$ cat config.mk
export PLATFORM = sky130hd
export DESIGN_NAME = bus_arbiter_m2_flat
export DESIGN_NICKNAME = d
export VERILOG_FILES = /design/src/rtl/bus_arbiter_m2_if.sv /design/src/rtl/bus_arbiter_m2.sv /design/src/flat_wrapper.sv
export SDC_FILE = /design/constraint.sdc
export NUM_CORES = 1
export LEC_CHECK = 0
export ABC_AREA = 1
export BUFFER_PORTS_ARGS = -buffer_cell sky130_fd_sc_hd__buf_2
export CAP_MARGIN = 20
export CORE_AREA = 4 4 41 43
export CTS_BUF_LIST = sky130_fd_sc_hd__clkbuf_4 sky130_fd_sc_hd__clkbuf_8
export DETAILED_ROUTE_END_ITERATION = 16
export DIE_AREA = 0 0 45 47
export PLACE_DENSITY = 0.69
export SYNTH_ARGS = -nofsm -noshare
export SYNTH_HDL_FRONTEND = slang
export SYNTH_SLANG_ARGS = --single-unit
export TNS_END_PERCENT = 1
$ cat constraint.sdc
create_clock -name clk -period 1.76 [get_ports clk]
set_clock_uncertainty 0.15 [all_clocks]
set_input_delay 0.264 -clock clk [delete_from_list [all_inputs] [get_ports clk]]
set_output_delay 0.264 -clock clk [all_outputs]
set_load 0.03 [all_outputs]
$ cat src/rtl/bus_arbiter_m2_if.sv
// Control signals between the two bus masters, the split-capable slave and the arbiter.
interface bus_arbiter_m2_if;
  logic m1_breq;
  logic m2_breq;
  logic m1_bgrant;
  logic m2_bgrant;
  logic msel;
  logic m1_split;
  logic m2_split;
  logic split;
  logic split_ready;
  logic split_grant;
  logic bus_busy;

  // Arbiter side: takes requests and slave split status, drives grants.
  modport slave (
    input  m1_breq, m2_breq, split, split_ready,
    output m1_bgrant, m2_bgrant, msel, m1_split, m2_split, split_grant, bus_busy
  );

  // Requester side: masters and slave drive requests and split status.
  modport master (
    output m1_breq, m2_breq, split, split_ready,
    input  m1_bgrant, m2_bgrant, msel, m1_split, m2_split, split_grant, bus_busy
  );
endinterface

$ cat src/rtl/bus_arbiter_m2.sv
// Two-master round-robin bus arbiter with single-outstanding split/resume support.
// All outputs are registered; one idle turnaround cycle separates bus owners.
module bus_arbiter_m2 #(
  parameter bit DEFAULT_PRIO = 1'b0,
  parameter bit SPLIT_EN     = 1'b1
) (
  input  logic              clk,
  input  logic              rstn,
  bus_arbiter_m2_if.slave   bus
);

  typedef enum logic [1:0] {IDLE, GNT1, GNT2, RESUME} state_t;

  state_t state_q, state_d;
  logic   g1_q, g1_d, g2_q, g2_d;
  logic   msel_q, msel_d;
  logic   s1_q, s1_d, s2_q, s2_d;
  logic   sg_q, sg_d;
  logic   busy_q;
  logic   last_q, last_d;

  logic   pend, owner, split_pulse, ready, e1, e2, owner_breq;

  // Split flags double as the pending split and its owner.
  assign pend        = s1_q | s2_q;
  assign owner       = s2_q;
  assign split_pulse = SPLIT_EN & bus.split;
  assign ready       = SPLIT_EN & bus.split_ready;
  assign e1          = bus.m1_breq & ~s1_q;
  assign e2          = bus.m2_breq & ~s2_q;
  // In RESUME the owner is the master currently selected onto the datapath.
  assign owner_breq  = msel_q ? bus.m2_breq : bus.m1_breq;

  always_comb begin
    state_d = state_q;
    g1_d    = 1'b0;
    g2_d    = 1'b0;
    msel_d  = msel_q;
    s1_d    = s1_q;
    s2_d    = s2_q;
    sg_d    = 1'b0;
    last_d  = last_q;
    case (state_q)
      IDLE: begin
        if (pend && ready) begin
          state_d = RESUME;
          sg_d    = 1'b1;
          msel_d  = owner;
          last_d  = owner;
          g1_d    = ~owner;
          g2_d    = owner;
          s1_d    = 1'b0;
          s2_d    = 1'b0;
        end else if (e1 && (!e2 || last_q)) begin
          state_d = GNT1;
          g1_d    = 1'b1;
          msel_d  = 1'b0;
          last_d  = 1'b0;
        end else if (e2) begin
          state_d = GNT2;
          g2_d    = 1'b1;
          msel_d  = 1'b1;
          last_d  = 1'b1;
        end
      end
      GNT1: begin
        if (split_pulse && !pend) begin
          state_d = IDLE;
          s1_d    = 1'b1;
        end else if (bus.m1_breq) begin
          g1_d = 1'b1;
        end else begin
          state_d = IDLE;
        end
      end
      GNT2: begin
        if (split_pulse && !pend) begin
          state_d = IDLE;
          s2_d    = 1'b1;
        end else if (bus.m2_breq) begin
          g2_d = 1'b1;
        end else begin
          state_d = IDLE;
        end
      end
      RESUME: begin
        if (owner_breq) begin
          g1_d = ~msel_q;
          g2_d = msel_q;
          sg_d = 1'b1;
        end else begin
          state_d = IDLE;
        end
      end
      default: state_d = IDLE;
    endcase
  end

  always_ff @(posedge clk) begin
    if (!rstn) begin
      state_q <= IDLE;
      g1_q    <= 1'b0;
      g2_q    <= 1'b0;
      msel_q  <= 1'b0;
      s1_q    <= 1'b0;
      s2_q    <= 1'b0;
      sg_q    <= 1'b0;
      busy_q  <= 1'b0;
      last_q  <= ~DEFAULT_PRIO;
    end else begin
      state_q <= state_d;
      g1_q    <= g1_d;
      g2_q    <= g2_d;
      msel_q  <= msel_d;
      s1_q    <= s1_d;
      s2_q    <= s2_d;
      sg_q    <= sg_d;
      busy_q  <= g1_d | g2_d;
      last_q  <= last_d;
    end
  end

  assign bus.m1_bgrant   = g1_q;
  assign bus.m2_bgrant   = g2_q;
  assign bus.msel        = msel_q;
  assign bus.m1_split    = s1_q;
  assign bus.m2_split    = s2_q;
  assign bus.split_grant = sg_q;
  assign bus.bus_busy    = busy_q;

endmodule
$ cat src/flat_wrapper.sv
// flat-port wrapper written by rule: the top's interface ports become plain ports
module bus_arbiter_m2_flat 
#(
  parameter bit DEFAULT_PRIO = 1'b0,
  parameter bit SPLIT_EN     = 1'b1
)
  (clk, rstn, bus_m1_breq, bus_m2_breq, bus_split, bus_split_ready, bus_m1_bgrant, bus_m2_bgrant, bus_msel, bus_m1_split, bus_m2_split, bus_split_grant, bus_bus_busy);
  bus_arbiter_m2_if bus_i ();
  input  logic clk;
  input  logic rstn;
  input wire logic [$bits(bus_i.m1_breq)-1:0] bus_m1_breq;
  input wire logic [$bits(bus_i.m2_breq)-1:0] bus_m2_breq;
  input wire logic [$bits(bus_i.split)-1:0] bus_split;
  input wire logic [$bits(bus_i.split_ready)-1:0] bus_split_ready;
  output wire logic [$bits(bus_i.m1_bgrant)-1:0] bus_m1_bgrant;
  output wire logic [$bits(bus_i.m2_bgrant)-1:0] bus_m2_bgrant;
  output wire logic [$bits(bus_i.msel)-1:0] bus_msel;
  output wire logic [$bits(bus_i.m1_split)-1:0] bus_m1_split;
  output wire logic [$bits(bus_i.m2_split)-1:0] bus_m2_split;
  output wire logic [$bits(bus_i.split_grant)-1:0] bus_split_grant;
  output wire logic [$bits(bus_i.bus_busy)-1:0] bus_bus_busy;
  assign bus_i.m1_breq = bus_m1_breq;
  assign bus_i.m2_breq = bus_m2_breq;
  assign bus_i.split = bus_split;
  assign bus_i.split_ready = bus_split_ready;
  assign bus_m1_bgrant = bus_i.m1_bgrant;
  assign bus_m2_bgrant = bus_i.m2_bgrant;
  assign bus_msel = bus_i.msel;
  assign bus_m1_split = bus_i.m1_split;
  assign bus_m2_split = bus_i.m2_split;
  assign bus_split_grant = bus_i.split_grant;
  assign bus_bus_busy = bus_i.bus_busy;
  bus_arbiter_m2 #(.DEFAULT_PRIO(DEFAULT_PRIO), .SPLIT_EN(SPLIT_EN)) u_core (.clk(clk), .rstn(rstn), .bus(bus_i));
endmodule
==> flow_results.org <==
** Drt
- Residual DRC count :: 0
- Before antenna repair, the detailed router went through 4 iterations.
- Dividing the detail-routed wire length by the instance count gives 10.94 um.
- Using the TritonRoute via totals, the vias-per-cell ratio works out to 4.887.
- Summing over every cut layer, the via total after detailed routing is 562.
- In this run the remaining antenna-violating nets after routing total 0.
- Starting DRT DRC Count :: 11
- Final routed wirelength across all metal layers :: 1.258 mm

** CTS
- Clock tree from TritonCTS :: built
- Clock tree synthesis selected as its root buffer the cell sky130_fd_sc_hd__clkbuf_4.
- Clock-pin slew was measured on the worst setup and hold paths at 0.08 ns.
- Total number of clock tree sinks :: 10
- Counting along the longest clock path gives a buffer depth of 2.
- The number of gates resized after CTS was 0.
- In this run the number of H-tree levels came out at 1.
- The number of setup buffers added after CTS is 0.
- The number of hold buffers added after CTS was 0.
- Number of clock buffers inserted by TritonCTS :: 3
- Clk_lat worst skew :: 0.26 ns

** Setup path
- Worst EP arrival :: 1.55 ns
- Measured in cells, the most critical reg-to-reg path has a length of 8.
- Crit path max fanout :: 4
- Required time worst endpoint :: 1.77 ns
- Following the worst setup path forward leads to its endpoint at u_core.state_q[1].
- Category of cells accounting for the largest share of critical-path delay :: simple AND/OR/NAND/NOR gates
- Across all register-to-register paths, the minimum setup slack is 0.22 ns.
- Type of the worst setup path :: reg -> reg
- The worst setup path is captured at a register.
- Depth of the critical timing path with buffers and inverters included :: 8
- In this run the critical register-to-register path is captured at u_core.state_q[1].
- Crit-path cells :: inv_1, ha_1, nand2_1, inv_1, o21ai_1, nand3_1, nor2_1, nor2_1
- The critical path contains buffers and inverters numbering 2 combined.
- CP max-delay cell :: sky130_fd_sc_hd__dfxtp_2
- The startpoint identified for the worst register-to-register timing path is u_core.state_q[0].
- The most critical setup path has its startpoint at u_core.state_q[0].
- Critical Path Start Type :: register
- On the worst path, the slowest cell contributes a delay of 0.36 ns.

** Synthesis
- The share of the Yosys chip area taken by registers is 0.3285.
- The number of nets handed over by synthesis was 96.
- Yosys top cell by area :: sky130_fd_sc_hd__dfxtp_1
- Number of warning messages in the yosys log :: 0
- Mux contribution to synthesized area :: 0
- Synthesis produced 85 cells.
- In this run the cell area of the synthesized design comes to 609.3 um2.
- Number of flops mapped to enable cells by yosys :: 0
- The number of different library cells used by synthesis comes to 20.
- By area the synthesized netlist is led by sky130_fd_sc_hd__dfxtp_1 (33%), sky130_fd_sc_hd__nand2_1 (11%), sky130_fd_sc_hd__ha_1 (10%).
- Xor and xnor area share after synthesis :: 0
- Adder-cell share of the synthesized area :: 0.1027
- Of the total synthesized cell area, the portion taken by AND, OR, NAND and NOR gates is 0.3080.
- Number of flip-flops and latches in the synthesized netlist :: 10
- Primary FF master, synth :: sky130_fd_sc_hd__dfxtp_1
- By area, the combinational part of the netlist is dominated by simple AND/OR/NAND/NOR gates.
- The average instance in the mapped netlist occupies 7.169 um2.
- The share of synthesized area in the top cell type comes to 0.3285.
- Proportion of synthesized flip-flops having asynchronous set or reset :: 0
- The fraction of the mapped netlist area in compound gates came to 0.1561.

** Finish
- Area growth from synthesis to layout :: 17.86%
- The filler cells instantiated in the layout total 138.
- The number of antenna diodes in the final layout is 0.
- In the final layout, the share of cells above drive strength 1 is 0.3200.
- The net count of the finished layout is 112.

** Pwr
- Net Sw Frac :: 0.4656
- Of the total power, the clock network draws 0.174.
- The analysis attributes to net switching a power of 0.5699 mW.
- The analysis attributes to cell leakage a power of 0.4135 nW.
- Maximum vdd ir drop :: 0.6449 mV
- Combinational share of power :: 0.528
- Total power density per cell area :: 1704 nW/um2
- Cell internal power was estimated by the tool at 0.6540 mW.
- Fraction of power consumed by sequential logic :: 0.299

** STA
- The final number of max-transition violations was 0.
- Number of setup violations in the final report :: 0
- Of the available clock period, the critical path in the final layout requires 0.8759.
- For the pin with the worst max-slew slack, the measured transition is 0.3104 ns.
- Setup repair after global routing missed its margin :: no
- PnR worst setup slack :: 0.2184 ns
- After layout, the minimum clock period comes to 1.542 ns.
- Headroom to the max-slew limit came out at 0.7930.
- Total negative slack for setup checks :: 0 ns
- The final number of hold-violating endpoints was 0.
- FMAX :: 0.6487 GHz

** GRT
- Wire length of the first global-routing pass :: 2.235 mm
- Across every metal layer, demand over resource in global routing totals 0.1409.
- Vias in the first global route :: 532
- Entering global routing, the biggest net connects 10 pins.
- The number of antenna violations at the first check in global routing is 0.
- Global routing finished with a remaining overflow of 0.

** Placed design
- Detailed placement finished with a half-perimeter wire length of 1.030 mm.
- Port buffer count :: 12
- Last weighted congestion value of the routability-driven placer :: 0.8630
- Timing analysis after detailed placement gives a worst setup slack of 0.1872 ns.

** Die
- The floorplan step defined a die boundary enclosing 2115 um2.
- The total area inside the core boundary comes to 1301 um2.
- Initial standard-cell utilization of the core :: 0.4683
- The floorplan has 13 rows.
- The die is 45 um wide.
- Height of the die :: 47 um
- Count of pins on the block boundary :: 13

** Run
- Number of maximum-capacitance constraint violations :: 0

** Hold path
- Class of the worst hold path :: in -> reg

** Outcome
- The run finished with clean final reports.
power by group through the flow:
| stage | logic, mW | registers [mW] | clock network [mW] |
|---|---|---|---|
| 2_1_floorplan | 0.425 | 0.457 | 0 |
| 3_3_place_gp | 0.637 | 0.363 | 0 |
| 3_5_place_dp | 0.645 | 0.369 | 0 |
| 4_1_cts | 0.650 | 0.364 | 0.216 |
| 5_1_grt | 0.734 | 0.378 | 0.228 |
| 6_report | 0.646 | 0.366 | 0.213 |
registers in the layout, indices dropped and copies added (netlist names):
name,flops
u_core.state_q,2
u_core.bus.split_grant,1
u_core.bus.m1_split,1
u_core.bus.m1_bgrant,1
u_core.bus.m2_split,1
u_core.bus.bus_busy,1
u_core.bus.m2_bgrant,1
u_core.bus.msel,1
u_core.last_q,1
routing by layer:
| metal | part of all wire | vias up | track usage |
|---|---|---|---|
| li1 | - | 298 | - |
| met1 | 0.44 | 255 | 0.1739 |
| met2 | 0.52 | 9 | 0.2345 |
| met3 | 0.040 | 0 | 0.04215 |
| met4 | 0 | 0 | 0.04678 |
| met5 | 0 | - | 0 |
cell families after synthesis:
| family | Yosys count |
|---|---|
| compound gates | 15 |
| fa+ha+maj | 5 |
| buf+inv | 16 |
| flops | 10 |
| simple gates | 39 |
synth_stat cells, types with 2 or more instances:
cell,n
sky130_fd_sc_hd__a21oi_1,3
sky130_fd_sc_hd__a22oi_1,2
sky130_fd_sc_hd__dfxtp_1,10
sky130_fd_sc_hd__ha_1,5
sky130_fd_sc_hd__inv_1,11
sky130_fd_sc_hd__inv_2,4
sky130_fd_sc_hd__nand2_1,18
sky130_fd_sc_hd__nand2_2,6
sky130_fd_sc_hd__nand3_1,3
sky130_fd_sc_hd__nand3_2,2
sky130_fd_sc_hd__nor2_1,8
sky130_fd_sc_hd__o21ai_0,3
sky130_fd_sc_hd__o21ai_1,2
sky130_fd_sc_hd__o21ai_2,2
how the worst min path moves through the flow:
| stage | from | endpoint | slack [ns] | cells after the start |
|---|---|---|---|---|
| floorplan | rstn | u_core.last_q | 0.20 | 1 |
| global placement | u_core.last_q | u_core.last_q | 0.34 | 2 |
| detailed placement | u_core.last_q | u_core.last_q | 0.34 | 2 |
| CTS | rstn | u_core.last_q | 0.1 | 2 |
| global route | rstn | u_core.last_q | 0.12 | 2 |
| finish | rstn | u_core.last_q | 0.1 | 2 |
cell usage in the layout, fill, tap and decap left out, types with 2 or more instances in the layout:
cell type | synthesis | layout
sky130_fd_sc_hd__a21oi_1 | 3 | 3
sky130_fd_sc_hd__a22oi_1 | 2 | 2
sky130_fd_sc_hd__buf_2 | 0 | 12
sky130_fd_sc_hd__clkbuf_4 | 0 | 3
sky130_fd_sc_hd__dfxtp_1 | 10 | 9
sky130_fd_sc_hd__ha_1 | 5 | 5
sky130_fd_sc_hd__inv_1 | 11 | 11
sky130_fd_sc_hd__inv_2 | 4 | 4
sky130_fd_sc_hd__nand2_1 | 18 | 18
sky130_fd_sc_hd__nand2_2 | 6 | 6
sky130_fd_sc_hd__nand3_1 | 3 | 3
sky130_fd_sc_hd__nand3_2 | 2 | 2
sky130_fd_sc_hd__nor2_1 | 8 | 8
sky130_fd_sc_hd__o21ai_0 | 3 | 3
sky130_fd_sc_hd__o21ai_1 | 2 | 2
sky130_fd_sc_hd__o21ai_2 | 2 | 2
metrics by stage:
step | cell area [um2] | instances | util | hold WS [ns] | power, mW
final | 718.2 | 115 | 0.5519 | 0.09873 | 1.224
after CTS | 716.9 | 115 | 0.5510 | 0.09864 | 1.230
after global placement | 680.7 | 111 | 0.5231 | 0.3370 | 1.000
after detailed placement | 680.7 | 111 | 0.5231 | 0.3438 | 1.015
after floorplan | 609.3 | 85 | - | 0.1981 | 0.8813
after global routing | 718.2 | 115 | 0.5519 | 0.1196 | 1.340
worst reg2reg max path: cells and delay by family, from the launching register on:
kind	cells	cell delay [ns]
AOI/OAI and AO/OA	1	0.12
and+or+nand+nor	4	0.41
buffers and inverters	2	0.14
DFF	1	0.36
adders and majority gates	1	0.26
area by class of cell:
| cell class | instances | area, um2 | share of cell area |
|---|---|---|---|
| tap | 15 | 18.77 | 0.02613 |
| timing repair buffer | 12 | 60.06 | 0.08362 |
| clock buffer | 4 | 36.28 | 0.05052 |
| sequential | 10 | 201.4 | 0.2805 |
| multi-input combinational | 59 | 345.3 | 0.4808 |
| inverter | 15 | 56.30 | 0.07840 |
No activity file was read; power rests on OpenSTA's default activity.
